**config.mk**
```make
export PLATFORM = sky130hd
export DESIGN_NAME = mux_route_sched
export DESIGN_NICKNAME = d
export VERILOG_FILES = /design/src/rtl/mux_route_sched.sv
export SDC_FILE = /design/constraint.sdc
export NUM_CORES = 1
export LEC_CHECK = 0
export CORE_MARGIN = 1
export CORE_UTILIZATION = 35
export DETAILED_ROUTE_END_ITERATION = 6
export PLACE_DENSITY = 0.64
export SYNTH_ARGS = -nofsm -noshare
export SYNTH_HDL_FRONTEND = slang
export SYNTH_SLANG_ARGS = --single-unit
```
**constraint.sdc**
```tcl
create_clock -name SYS_CLK -period 2.8 [get_ports SYS_CLK]
set_input_delay 0.56 -clock SYS_CLK [delete_from_list [all_inputs] [get_ports SYS_CLK]]
set_output_delay 0.56 -clock SYS_CLK [all_outputs]
set_load 0.02 [all_outputs]
```
**src/rtl/mux_route_sched.sv**
```systemverilog
// mux_route_sched: shares the routing mux CTRL select among NREQ requesters.
// Each grant latches a mode and a window length, then blanks downstream for PIPE_LAT
// cycles when the mode changes and opens a data window of the latched length.
// Build option: define MUX_SCHED_RR_EN for round-robin arbitration; without it the
// lowest-index requester wins and no pointer register exists.
module mux_route_sched #(
    parameter int unsigned NREQ     = 4,
    parameter int unsigned CW       = 3,
    parameter int unsigned LW       = 8,
    parameter int unsigned PIPE_LAT = 2,
    parameter int unsigned DEF_MODE = 0
) (
    input  logic                 SYS_CLK,
    input  logic                 SYS_RST_N,
    input  logic [NREQ-1:0]      req_i,
    input  logic [NREQ*CW-1:0]   mode_i,
    input  logic [NREQ*LW-1:0]   len_i,
    output logic [NREQ-1:0]      gnt_o,
    output logic [CW-1:0]        CTRL,
    output logic [NREQ-1:0]      owner_o,
    output logic                 blank_o,
    output logic                 win_o,
    output logic                 done_o,
    output logic                 busy_o
);

    localparam int unsigned IW = (NREQ > 1) ? $clog2(NREQ) : 1;
    // Switch counter holds PIPE_LAT-1 down to 0.
    localparam int unsigned SW = (PIPE_LAT > 1) ? $clog2(PIPE_LAT) : 1;

    typedef enum logic [1:0] {StIdle, StSwitch, StHold} state_e;

    state_e          state_q, state_d;
    logic [CW-1:0]   ctrl_q, ctrl_d;
    logic [NREQ-1:0] gnt_q, gnt_d;
    logic [NREQ-1:0] owner_q, owner_d;
    logic [LW-1:0]   len_q, len_d;
    logic [SW-1:0]   sw_q, sw_d;

    logic [CW-1:0]   mode_arr [NREQ];
    logic [LW-1:0]   len_arr  [NREQ];
    logic [NREQ-1:0] cand;
    logic            win_found;
    logic [IW-1:0]   win_idx;
    logic            done;
    logic            arb;

    for (genvar g = 0; g < int'(NREQ); g++) begin : g_unpack
        assign mode_arr[g] = mode_i[g*CW +: CW];
        assign len_arr[g]  = len_i[g*LW +: LW];
    end

`ifdef MUX_SCHED_RR_EN
    logic [IW-1:0] ptr_q, ptr_d;
    logic [IW-1:0] rr_idx;

    // Round-robin pick: first candidate at or after the pointer, wrapping.
    always_comb begin
        cand      = req_i & ~gnt_q;
        win_found = 1'b0;
        win_idx   = '0;
        rr_idx    = '0;
        for (int i = 0; i < int'(NREQ); i++) begin
            rr_idx = IW'((int'(ptr_q) + i) % int'(NREQ));
            if (!win_found && cand[rr_idx]) begin
                win_found = 1'b1;
                win_idx   = rr_idx;
            end
        end
    end

    // Pointer moves past the winner only when a grant is issued.
    always_comb begin
        ptr_d = ptr_q;
        if (arb && win_found) begin
            ptr_d = (int'(win_idx) == int'(NREQ) - 1) ? '0 : win_idx + IW'(1);
        end
    end

    // Round-robin pointer register.
    always_ff @(posedge SYS_CLK or negedge SYS_RST_N) begin
        if (!SYS_RST_N) begin
            ptr_q <= '0;
        end else begin
            ptr_q <= ptr_d;
        end
    end
`else
    // Fixed priority: scanning downward leaves the lowest requesting index.
    always_comb begin
        cand      = req_i & ~gnt_q;
        win_found = 1'b0;
        win_idx   = '0;
        for (int i = int'(NREQ) - 1; i >= 0; i--) begin
            if (cand[i]) begin
                win_found = 1'b1;
                win_idx   = IW'(i);
            end
        end
    end
`endif

    // Next-state: sequence SWITCH/HOLD counters and take a new winner at arbitration points.
    always_comb begin
        state_d = state_q;
        ctrl_d  = ctrl_q;
        gnt_d   = '0;
        owner_d = owner_q;
        len_d   = len_q;
        sw_d    = sw_q;
        done    = (state_q == StHold) && (len_q == LW'(1));
        arb     = (state_q == StIdle) || done;

        unique case (state_q)
            StSwitch: begin
                if (sw_q == '0) begin
                    state_d = StHold;
                end else begin
                    sw_d = sw_q - SW'(1);
                end
            end
            StHold: begin
                len_d = len_q - LW'(1);
                if (done) begin
                    state_d = StIdle;
                    owner_d = '0;
                end
            end
            default: ;
        endcase

        if (arb && win_found) begin
            gnt_d   = NREQ'(1) << win_idx;
            owner_d = NREQ'(1) << win_idx;
            ctrl_d  = mode_arr[win_idx];
            len_d   = (len_arr[win_idx] == '0) ? LW'(1) : len_arr[win_idx];
            sw_d    = SW'(PIPE_LAT - 1);
            // Same mode needs no blanking: the mux pipeline already carries that mode.
            state_d = (mode_arr[win_idx] != ctrl_q) ? StSwitch : StHold;
        end
    end

    // State and output registers.
    always_ff @(posedge SYS_CLK or negedge SYS_RST_N) begin
        if (!SYS_RST_N) begin
            state_q <= StIdle;
            ctrl_q  <= CW'(DEF_MODE);
            gnt_q   <= '0;
            owner_q <= '0;
            len_q   <= '0;
            sw_q    <= '0;
        end else begin
            state_q <= state_d;
            ctrl_q  <= ctrl_d;
            gnt_q   <= gnt_d;
            owner_q <= owner_d;
            len_q   <= len_d;
            sw_q    <= sw_d;
        end
    end

    assign gnt_o   = gnt_q;
    assign CTRL    = ctrl_q;
    assign owner_o = owner_q;
    assign blank_o = (state_q == StSwitch);
    assign win_o   = (state_q == StHold);
    assign done_o  = done;
    assign busy_o  = (state_q != StIdle);

endmodule
```
==> summary.md <==
For the worst setup path, the data required time is 2.24 ns. TritonCTS built the clock tree. The run gives 0 as the number of endpoints with negative hold slack in the final report. Timing would allow up to 375 MHz.

For the initial antenna violation count, the log shows 0. The largest stage delay on the critical path came out at 0.57 ns. The TritonCTS buffer count came out at 3. The tools report the worst slew slack as a fraction of its limit as 63.6%. For this run, the post-layout net count is 311. The logs give 0 for the residual antenna-violating net count after detailed routing and 4 for the number of optimization iterations in the first detailed-route pass. The die covers 4870 um^2. The number of instances in the placed design came out at 303. The met1 demand-to-capacity share in global routing was 25.7%; the filler-free cell count of the finished design was 307. The tools report the count of mapped cells out of synthesis as 179.

At the end of routability-driven placement, the weighted congestion stood at 0.874. In the routed layout, each cell is associated on average with a via count of 5.14. The effective utilization at floorplan was 36.7%; the leakage power figure was 1.08 nW.

The tools report the arrival time reported for the critical path endpoint as 2.11 ns. Yosys mapped the design onto 45 distinct sky130hd cell types. The number of enable flip-flop cells after synthesis is 0, and the total chip power is 0.798 mW. Setup repair after global routing left no endpoint under its margin.

Total wirelength of the detailed-routed design: 4520 um. Ranked by total cell area, the synthesized netlist is headed by dfrtp_1 (34%), nand2_1 (5.8%), mux2i_1 (5.6%), o21ai_0 (5.0%), ha_1 (3.9%). The I/O pin total was 65. Global routing consumed, on the met2 layer, 34.4% of the routing resources. The clock drives 22 sinks.

STA classifies the critical path startpoint as a flip-flop. The number of cells on the worst reg-to-reg path is 8. The number of max-capacitance violations reported came out at 0. The slack of the critical path was 0.132 ns; the via count of the first global-routing pass was 1641. The insertion delay to the later sink of the worst-skew pair was 0.27 ns.

The number of H-tree levels is 1. The category of the most critical setup path is flip-flop to primary output. Root buffer cell: clkbuf_8. After detailed routing, the average wire length per cell comes to 14.7 um. Cell with the largest stage delay on the worst path: or4_4. The number of rows in the core area is 24, and the share of Yosys cell area claimed by the top area cell type is 34.2%.

STA classifies the critical path endpoint as a primary output. Buffers placed on the I/O ports in this run total 64. The worst-path maximum fanout was 4; the pin count of the biggest net entering global routing was 23.

In the finished design, the share of the clock period the worst path needs comes to 95.3%. The global routing met3 resource utilization came out at 3.78%. The floorplan step set the die height to 69.8 um. In this run the deepest clock path goes through 2 buffers.

The detailed router finished its first iteration with 44 violations. Between clock sinks in the finished design, the worst skew comes to 0.00404 ns. Summed over all nets, the half-perimeter wirelength after detailed placement is 3720 um. The tools report the sequential area share after synthesis as 34.2%. The actual transition at the worst max-transition pin came out at 0.545 ns. Worst hold path class: flip-flop to flip-flop.

Relative to the synthesized area, the layout overhead comes to 53.2%. The run finished with clean final reports. Of all flip-flops after synthesis, the portion carrying an async set or reset was 100%. The area of the core is 4380 um^2, and the total vias in the final route is 1577. The synthesized area is 1610 um^2, and the average cell area after synthesis is 8.98 um^2. Instance count along the most critical hold path: 1. The register clock-pin slew on the reported worst setup and hold paths is 0.09 ns, and the power density over the cells is 324 nW/um^2.

In the routed design, unresolved DRC markers number 0. The number of antenna diodes in the final layout is 0. Setup violations remaining at the end of the flow were counted as 0. Summed over all failing endpoints, the final setup total negative slack is 0 ns. dfrtp_1 takes more of the synthesized area than any other cell. The aggregate global-route resource usage is 20.1%, and the final critical-path required period is 2.67 ns. The synthesized netlist net count was 234.

The number of max-slew violations in the final report is 0. In this run the most used layer during global routing was met2. Most instantiated flip-flop cell in the synthesis netlist: dfrtp_1. IR analysis of the VDD net gives a maximum drop of 0.169 mV. The number of synthesis warnings is 0, and the count of state elements after synthesis is 22. The signal on the critical path passes through or4_4 -> nor4b_4 -> and2_1 -> dlygate4sd2_1.

The global-route congestion overflow total was 0; the layout cell share with drive strength beyond 1 was 14.1%. Before CTS, the worst setup slack after placement is -0.0299 ns. The first global-routing pass estimated 7770 um of wire.

The x dimension of the die is 69.8 um.
[cell families (layout without fill, tap and decap cells)]
| family | count (synthesis) | in the layout | share of synthesized area, % |
|---|---|---|---|
| DFF | 22 | 22 | 34.2 |
| xor gates and xnor gates | 10 | 10 | 5.45 |
| and+or+nand+nor | 71 | 71 | 23.7 |
| buffers and inverters | 15 | 91 | 4.90 |
| adders and majority gates | 5 | 5 | 3.89 |
| AOI/OAI and AO/OA | 42 | 42 | 18.7 |
| muxes | 14 | 14 | 9.11 |
[cells in the mapped netlist (2+ instances only)]
cell and number:
a21o_1 4, a21oi_1 4, a31oi_1 3, and3_1 2
buf_2 3, buf_6 2, clkbuf_1 2, dfrtp_1 22
ha_1 5, inv_1 7, mux2_2 5, mux2i_1 9
nand2_1 25, nand2b_1 5, nand3_1 2, nor2_1 11
nor2b_1 4, nor3_1 6, nor4_1 3, o21ai_0 16
o221a_2 2, o22ai_1 3, or4_1 4, xnor2_1 3
xor2_1 7
[final timing paths]
check / startpoint / end / slack (ns)
setup / recovery: len_q[2] / done_o / 0.13
hold / removal: owner_o[2] / owner_o[2] / 0.48
setup reg to reg: len_q[2] / owner_o[0] / 0.47
hold reg to reg: owner_o[2] / owner_o[2] / 0.48
max in group asynchronous: SYS_RST_N / CTRL[2] / 1.93
min in group asynchronous: SYS_RST_N / gnt_o[0] / 0.64
[power breakdown]
group          leakage [nW]  total, mW  internal [mW]  switching, mW
Sequential            0.288      0.319          0.318       0.000543
Combinational         0.759      0.176          0.106         0.0698
Clock                0.0357      0.303          0.191          0.112
Total                  1.08      0.798          0.616          0.182
[cells in the final DEF, fill, tap and decap left out, types with 3 or more instances in the layout]
cell type / Yosys / routed
a21o_1: 4 / 4
nor2b_1: 4 / 4
dfrtp_1: 22 / 22
clkbuf_8: 0 / 3
nor4_1: 3 / 3
a21oi_1: 4 / 4
ha_1: 5 / 5
or4_1: 4 / 4
a31oi_1: 3 / 3
xnor2_1: 3 / 3
clkdlybuf4s50_1: 0 / 63
xor2_1: 7 / 7
nor3_1: 6 / 6
mux2_2: 5 / 5
o22ai_1: 3 / 3
inv_1: 7 / 7
nand2_1: 25 / 25
o21ai_0: 16 / 16
mux2i_1: 9 / 9
nor2_1: 11 / 11
buf_4: 1 / 15
nand2b_1: 5 / 5
[state kept, by name, summed over array words and instances, names as in the netlist]
signal	cells
sw_q	1
len_q	8
state_q	2
gnt_o	4
CTRL	3
owner_o	4
[layout make-up]
| class | instances | area [um^2] |
|---|---|---|
| repair buffers | 80 | 772 |
| inverters | 7 | 26.3 |
| clock inverters | 1 | 30.0 |
| well taps | 52 | 65.1 |
| clock buffers | 3 | 41.3 |
| multi-input cells | 142 | 978 |
| flip-flops and latches | 22 | 551 |
| fillers | 411 | 1920 |
[worst max-delay path, delay by kind of cell, from the launching register on]
family        cells  cell delay, ns
simple gates      3            1.08
flops             1            0.43
buf+inv           1            0.34
[layer usage]
layer / up-vias / routed length (um)
met4: 0 / 55
met3: 5 / 210
met2: 47 / 2180
met1: 725 / 2070
met5: - / 0
li1: 800 / -
[timing repair]
action / 4_1_cts / 5_1_grt
hold buffers: 0 / 0
gates resized for setup: 1 / 0
buffers inserted: 0 / 0
endpoints found under the setup margin: 1 / 0
[metrics by stage]
| step | area [um^2] | util, % | hold slack (ns) |
|---|---|---|---|
| 2_1_floorplan | 1610 | - | 0.264 |
| 3_3_place_gp | 2390 | 54.6 | 0.459 |
| 3_5_place_dp | 2390 | 54.6 | 0.467 |
| 4_1_cts | 2460 | 56.2 | 0.487 |
| 5_1_grt | 2460 | 56.2 | 0.501 |
| 6_report | 2460 | 56.2 | 0.484 |
Note: power is estimated with default switching activity, not from simulation.
==> patch 1 (same flow settings) <==
Build with the macro `MUX_SCHED_RR_EN` defined.
--- a/src/rtl/mux_route_sched.sv
+++ b/src/rtl/mux_route_sched.sv
@@ -3,6 +3,8 @@
 // cycles when the mode changes and opens a data window of the latched length.
 // Build option: define MUX_SCHED_RR_EN for round-robin arbitration; without it the
 // lowest-index requester wins and no pointer register exists.
+`define MUX_SCHED_RR_EN
+
 module mux_route_sched #(
     parameter int unsigned NREQ     = 4,
     parameter int unsigned CW       = 3,
Behaviour: not the same (Yosys sat finds a counterexample within 4 cycles, from zero or initial values and one cycle with SYS_RST_N low).
==> patch 1 against the unedited design <==
- die area up 6.5%
- cell area up 7.6%
- maximum frequency down 2.7%
- synthesized area grew 6.7%
- global-route usage is 3.5 points lower
- setup slack worse by 0.074 ns
- count of clock-buffer cells in the layout is 1 higher
- sequential cell count rose by 2
- routed wire length decreased by 12%
- largest cell class unchanged
Power is not compared: it rests on default switching activity, and its combinational part moved more than twofold at a synthesized area within 25%.
==> patch 1: results (changes against the unedited design) <==
status: complete, no violations (unchanged)
drt wl/cell: 12.0 um (was 14.7 um)
Post-CTS Setup Inserts: 0 (unchanged)
largest net degree at the start of global routing: 25 (was 23)
fmax: 365 MHz (was 375 MHz)
setup slack after placement: -0.256 ns (was -0.0299 ns)
port bufs: 64 (unchanged)
Reg2Reg Capture Point: len_q[0] (was owner_o[0])
highest-delay cell along the critical path: or4_4 (unchanged)
ratio of cells with drive above 1 in the final layout: 0.154 (was 0.141)
Biggest register: len_q (unchanged)
worst reg2reg setup slack: 0.08 ns (was 0.47 ns)
vias in the first global route: 1524 (was 1641)
Clock Skew: 0.00338 ns (was 0.00404 ns)
Distinct cells, synth: 41 (was 45)
headroom to the max-slew limit: 0.702 (was 0.636)
Yosys top cell area share: 0.350 (was 0.342)
worst setup path endpoint: done_o (unchanged)
overall routing resource usage: 0.166 (was 0.201)
worst path arrival time: 2.18 ns (was 2.11 ns)
clock buffer depth: 2 (unchanged)
Largest register FFs: 8 (unchanged)
CTS Buf Count: 3 (unchanged)
# H-tree levels: 1 (unchanged)
syn nets: 244 (was 234)
Clk pin slew, worst setup/hold paths: 0.09 ns (about the same)
via count: 1576 (was 1577)
Ys Warns: 0 (unchanged)
initial antenna violation count: 0 (unchanged)
CTS root buffer: clkbuf_8 (unchanged)
instance area at placement: 2560 um2 (was 2390 um2)
top cells by area, synth: dfrtp_1, mux2i_1, ha_1, nand2_1, o21ai_0 (was dfrtp_1, nand2_1, mux2i_1, o21ai_0, ha_1)
initial drt markers: 34 (was 44)
Synth async-reset ratio: 1.00 (unchanged)
DP HPWL: 3.24 mm (was 3.72 mm)
Post-synth top cells: dfrtp_1, mux2i_1, nand2_1 (was nand2_1, dfrtp_1, o21ai_0)
final weighted congestion in routability-driven placement: 0.839 (was 0.874)
share of the yosys chip area belonging to registers: 0.350 (was 0.342)
first-pass GRT wire length: 6.76 mm (was 7.77 mm)
cells after synthesis: 185 (was 179)
R2R depth: 7 (was 8)
Final Non-Filler Cells: 333 (was 307)
ant diodes: 0 (unchanged)
Critical Path Start: len_q[4] (was len_q[2])
worst skew pair latency: 0.27 ns (about the same)
crit path max fanout: 3 (was 4)
crit-path max cell delay: 0.54 ns (was 0.57 ns)
[patch 1: layout make-up]
cell class	count	area [um2]
fill	437	2070
multi-input combinational	137	1050
timing repair buffer	85	801
sequential	24	601
tap	67	83.8
inverter	16	60.1
clock buffer	4	55.1
[patch 1: worst max-delay path, delay by kind of cell, from the launching register on]
| family | cells | cell delay (ns) |
|---|---|---|
| simple gates | 3 | 1.21 |
| flops | 1 | 0.39 |
| buf+inv | 1 | 0.31 |
[patch 1: kinds of logic (layout without fill, tap and decap cells)]
logic type	count (synthesis)	in the layout	synth area share
and+or+nand+nor	54	54	0.171
AOI/OAI and AO/OA	41	41	0.167
muxes	26	26	0.155
DFF	24	24	0.350
buffers and inverters	24	105	0.0554
adders and majority gates	9	9	0.0656
xor gates and xnor gates	7	7	0.0357
[patch 1: per-layer routing]
metal	global-route usage	vias to the layer above	wire length (um)
li1	-	813	-
met1	0.210	708	1780
met2	0.299	51	2010
met3	0.0264	4	168
met4	0.0327	0	29
met5	0	-	0
[patch 1: how the worst min path moves through the flow]
stage	start	slack, ns	cells after the start	end
finish	owner_o[1]	0.48	1	owner_o[1]
global route	owner_o[3]	0.50	1	owner_o[3]
CTS	owner_o[3]	0.49	1	owner_o[3]
detailed placement	owner_o[3]	0.47	1	owner_o[3]
global placement	owner_o[2]	0.46	1	owner_o[2]
floorplan	SYS_RST_N	0.26	0	CTRL[0]
[patch 1: report_power, final]
group	switching [mW]	internal [mW]
combinational	0.818	0.836
sequential	0.117	0.506
clock	0.111	0.126
[patch 1: timing repair]
| action | in CTS | in global routing |
|---|---|---|
| endpoints found under the setup margin | 1 | 4 |
| hold buffers | 0 | 0 |
| pin swaps | 0 | 3 |
| resized for setup | 1 | 9 |
==> patch 2 (same flow settings) <==
Made on the original files. Re-encode `state_e` (3 states) as one-hot, 3 bits wide.
--- a/src/rtl/mux_route_sched.sv
+++ b/src/rtl/mux_route_sched.sv
@@ -28,7 +28,7 @@
     // Switch counter holds PIPE_LAT-1 down to 0.
     localparam int unsigned SW = (PIPE_LAT > 1) ? $clog2(PIPE_LAT) : 1;
 
-    typedef enum logic [1:0] {StIdle, StSwitch, StHold} state_e;
+    typedef enum logic [2:0] {StIdle = 3'b001, StSwitch = 3'b010, StHold = 3'b100} state_e;
 
     state_e          state_q, state_d;
     logic [CW-1:0]   ctrl_q, ctrl_d;
Formal check against the unedited RTL: same outputs for any inputs over 10 cycles, from zero or initial values and one cycle with SYS_RST_N low; not proved beyond that.
==> patch 2 against the unedited design <==
- maximum frequency rose by 2.0%
- sequential power grew 4%
- critical endpoint unchanged
- sequential cell count grew 1
- sequential share of layout area rose by 2.3 points
- synthesized area is 1.8% lower
- critical path type unchanged
- total power fell by 13%
- setup slack better by 0.053 ns
- routed wire length decreased by 3.7%
- cell area shrank 5.2%
- combinational power decreased by 10%
==> patch 2: results (changes against the unedited design) <==
# H-tree levels: 1 (unchanged)
Clk pin slew, worst setup/hold paths: 0.08 ns
vias in the first global route: 1579 (was 1641)
first drt pass iteration count: 4 (unchanged)
overall routing resource usage: 0.192 (was 0.201)
Post-synth top cells: dfrtp_1, nor2_1, nand2_1 (was nand2_1, dfrtp_1, o21ai_0)
NumNets Final: 279 (was 311)
CTS Buf Count: 3 (unchanged)
Distinct cells, synth: 52 (was 45)
final weighted congestion in routability-driven placement: 0.891 (was 0.874)
Clock Skew: 0.00280 ns (was 0.00404 ns)
Largest register FFs: 8 (unchanged)
Synth async-reset ratio: 1.00 (unchanged)
share of the yosys chip area belonging to registers: 0.365 (was 0.342)
final wirelength: 4.35 mm (was 4.52 mm)
initial antenna violation count: 0 (unchanged)
ratio of cells with drive above 1 in the final layout: 0.115 (was 0.141)
dpl cells: 274 (was 303)
CTS resizes: 0 (was 1)
Ys Warns: 0 (unchanged)
P_int: 530 uW (was 616 uW)
crit-path leading delay family: simple AND/OR/NAND/NOR gates (unchanged)
worst hold path class: flip-flop to flip-flop (unchanged)
ant diodes: 0 (unchanged)
Post-CTS Setup Inserts: 0 (unchanged)
syn nets: 210 (was 234)
via/cell ratio: 5.29 (was 5.14)
status: complete, no violations (unchanged)
largest net degree at the start of global routing: 27 (was 23)
CTS root buffer: clkbuf_8 (unchanged)
fill cell count: 382 (was 411)
port bufs: 64 (unchanged)
via count: 1470 (was 1577)
clock buffer depth: 2 (unchanged)
Biggest register: len_q (unchanged)
top cells by area, synth: dfrtp_1, mux4_1, nor2_1, xnor2_1, a21oi_1 (was dfrtp_1, nand2_1, mux2i_1, o21ai_0, ha_1)
first-pass GRT wire length: 7.31 mm (was 7.77 mm)
worst path arrival time: 2.05 ns (was 2.11 ns)
crit path max fanout: 4 (unchanged)
static leakage: 0.939 nW (was 1.08 nW)
crit-path max cell delay: 0.61 ns (was 0.57 ns)
instance area at placement: 2290 um2 (was 2390 um2)
worst slew pin tran: 0.423 ns (was 0.545 ns)
worst skew pair latency: 0.26 ns
Peak supply drop: 272 uV (was 169 uV)
highest-delay cell along the critical path: clkdlybuf4s50_1 (was or4_4)
initial drt markers: 56 (was 44)
DP HPWL: 3.65 mm (was 3.72 mm)
Setup TNS Final: 0 ns (unchanged)
Post-synth top flop: dfrtp_1 (unchanged)
cells after synthesis: 158 (was 179)
-- patch 2: final cells by class --
| type | count | share of cell area |
|---|---|---|
| clock inverters | 1 | 0.00214 |
| inverters | 8 | 0.0129 |
| clock buffers | 3 | 0.0177 |
| multi-input cells | 120 | 0.396 |
| flip-flops and latches | 23 | 0.247 |
| repair buffers | 71 | 0.297 |
| well taps | 52 | 0.0279 |
-- patch 2: cell families after synthesis --
logic type,count (synthesis),share of synthesized area
and+or+nand+nor,62,0.223
DFF,23,0.365
xor gates and xnor gates,8,0.0444
buffers and inverters,15,0.0491
adders and majority gates,2,0.0158
muxes,7,0.112
AOI/OAI and AO/OA,41,0.190
-- patch 2: path summary, 6_finish.rpt --
check / startpoint / to / slack, ns / cells after the start
setup / recovery: state_q[1] / done_o / 0.19 / 4
hold / removal: sw_q / sw_q / 0.48 / 2
setup reg to reg: state_q[1] / state_q[2] / 0.68 / 7
hold reg to reg: sw_q / sw_q / 0.48 / 2
max in group asynchronous: SYS_RST_N / state_q[0] / 1.86 / 2
min in group asynchronous: SYS_RST_N / owner_o[0] / 0.65 / 2
-- patch 2: metal layers --
layer / global-route usage / vias up / share of wire
met5: 0 / - / 0
met4: 0.0544 / 0 / 0.017
met3: 0.0497 / 8 / 0.045
met2: 0.334 / 35 / 0.53
met1: 0.233 / 697 / 0.41
li1: - / 730 / -
-- patch 2: power groups by stage --
stage / logic, mW / registers [mW] / clock network (mW)
6_report: 0.158 / 0.332 / 0.206
5_1_grt: 0.171 / 0.332 / 0.232
4_1_cts: 0.159 / 0.332 / 0.219
3_5_place_dp: 0.158 / 0.338 / 0
3_3_place_gp: 0.156 / 0.338 / 0
2_1_floorplan: 0.0627 / 0.339 / 0
-- patch 2: worst reg2reg max path, stage by stage, from the launching register on --
cell and delay, ns:
dfrtp_1 0.40, or3b_4 0.43, nor2_4 0.12, and4b_1 0.23, buf_4 0.16, o22ai_4 0.11
buf_4 0.23, o41ai_2 0.34
-- patch 2: through the flow --
step	utilization	setup WS [ns]	power [mW]	hold slack, ns
2_1_floorplan	-	0.822	0.401	0.264
3_3_place_gp	0.526	0.227	0.494	0.465
3_5_place_dp	0.526	0.165	0.497	0.469
4_1_cts	0.536	0.159	0.709	0.490
5_1_grt	0.536	0.0795	0.735	0.508
6_report	0.536	0.186	0.696	0.480
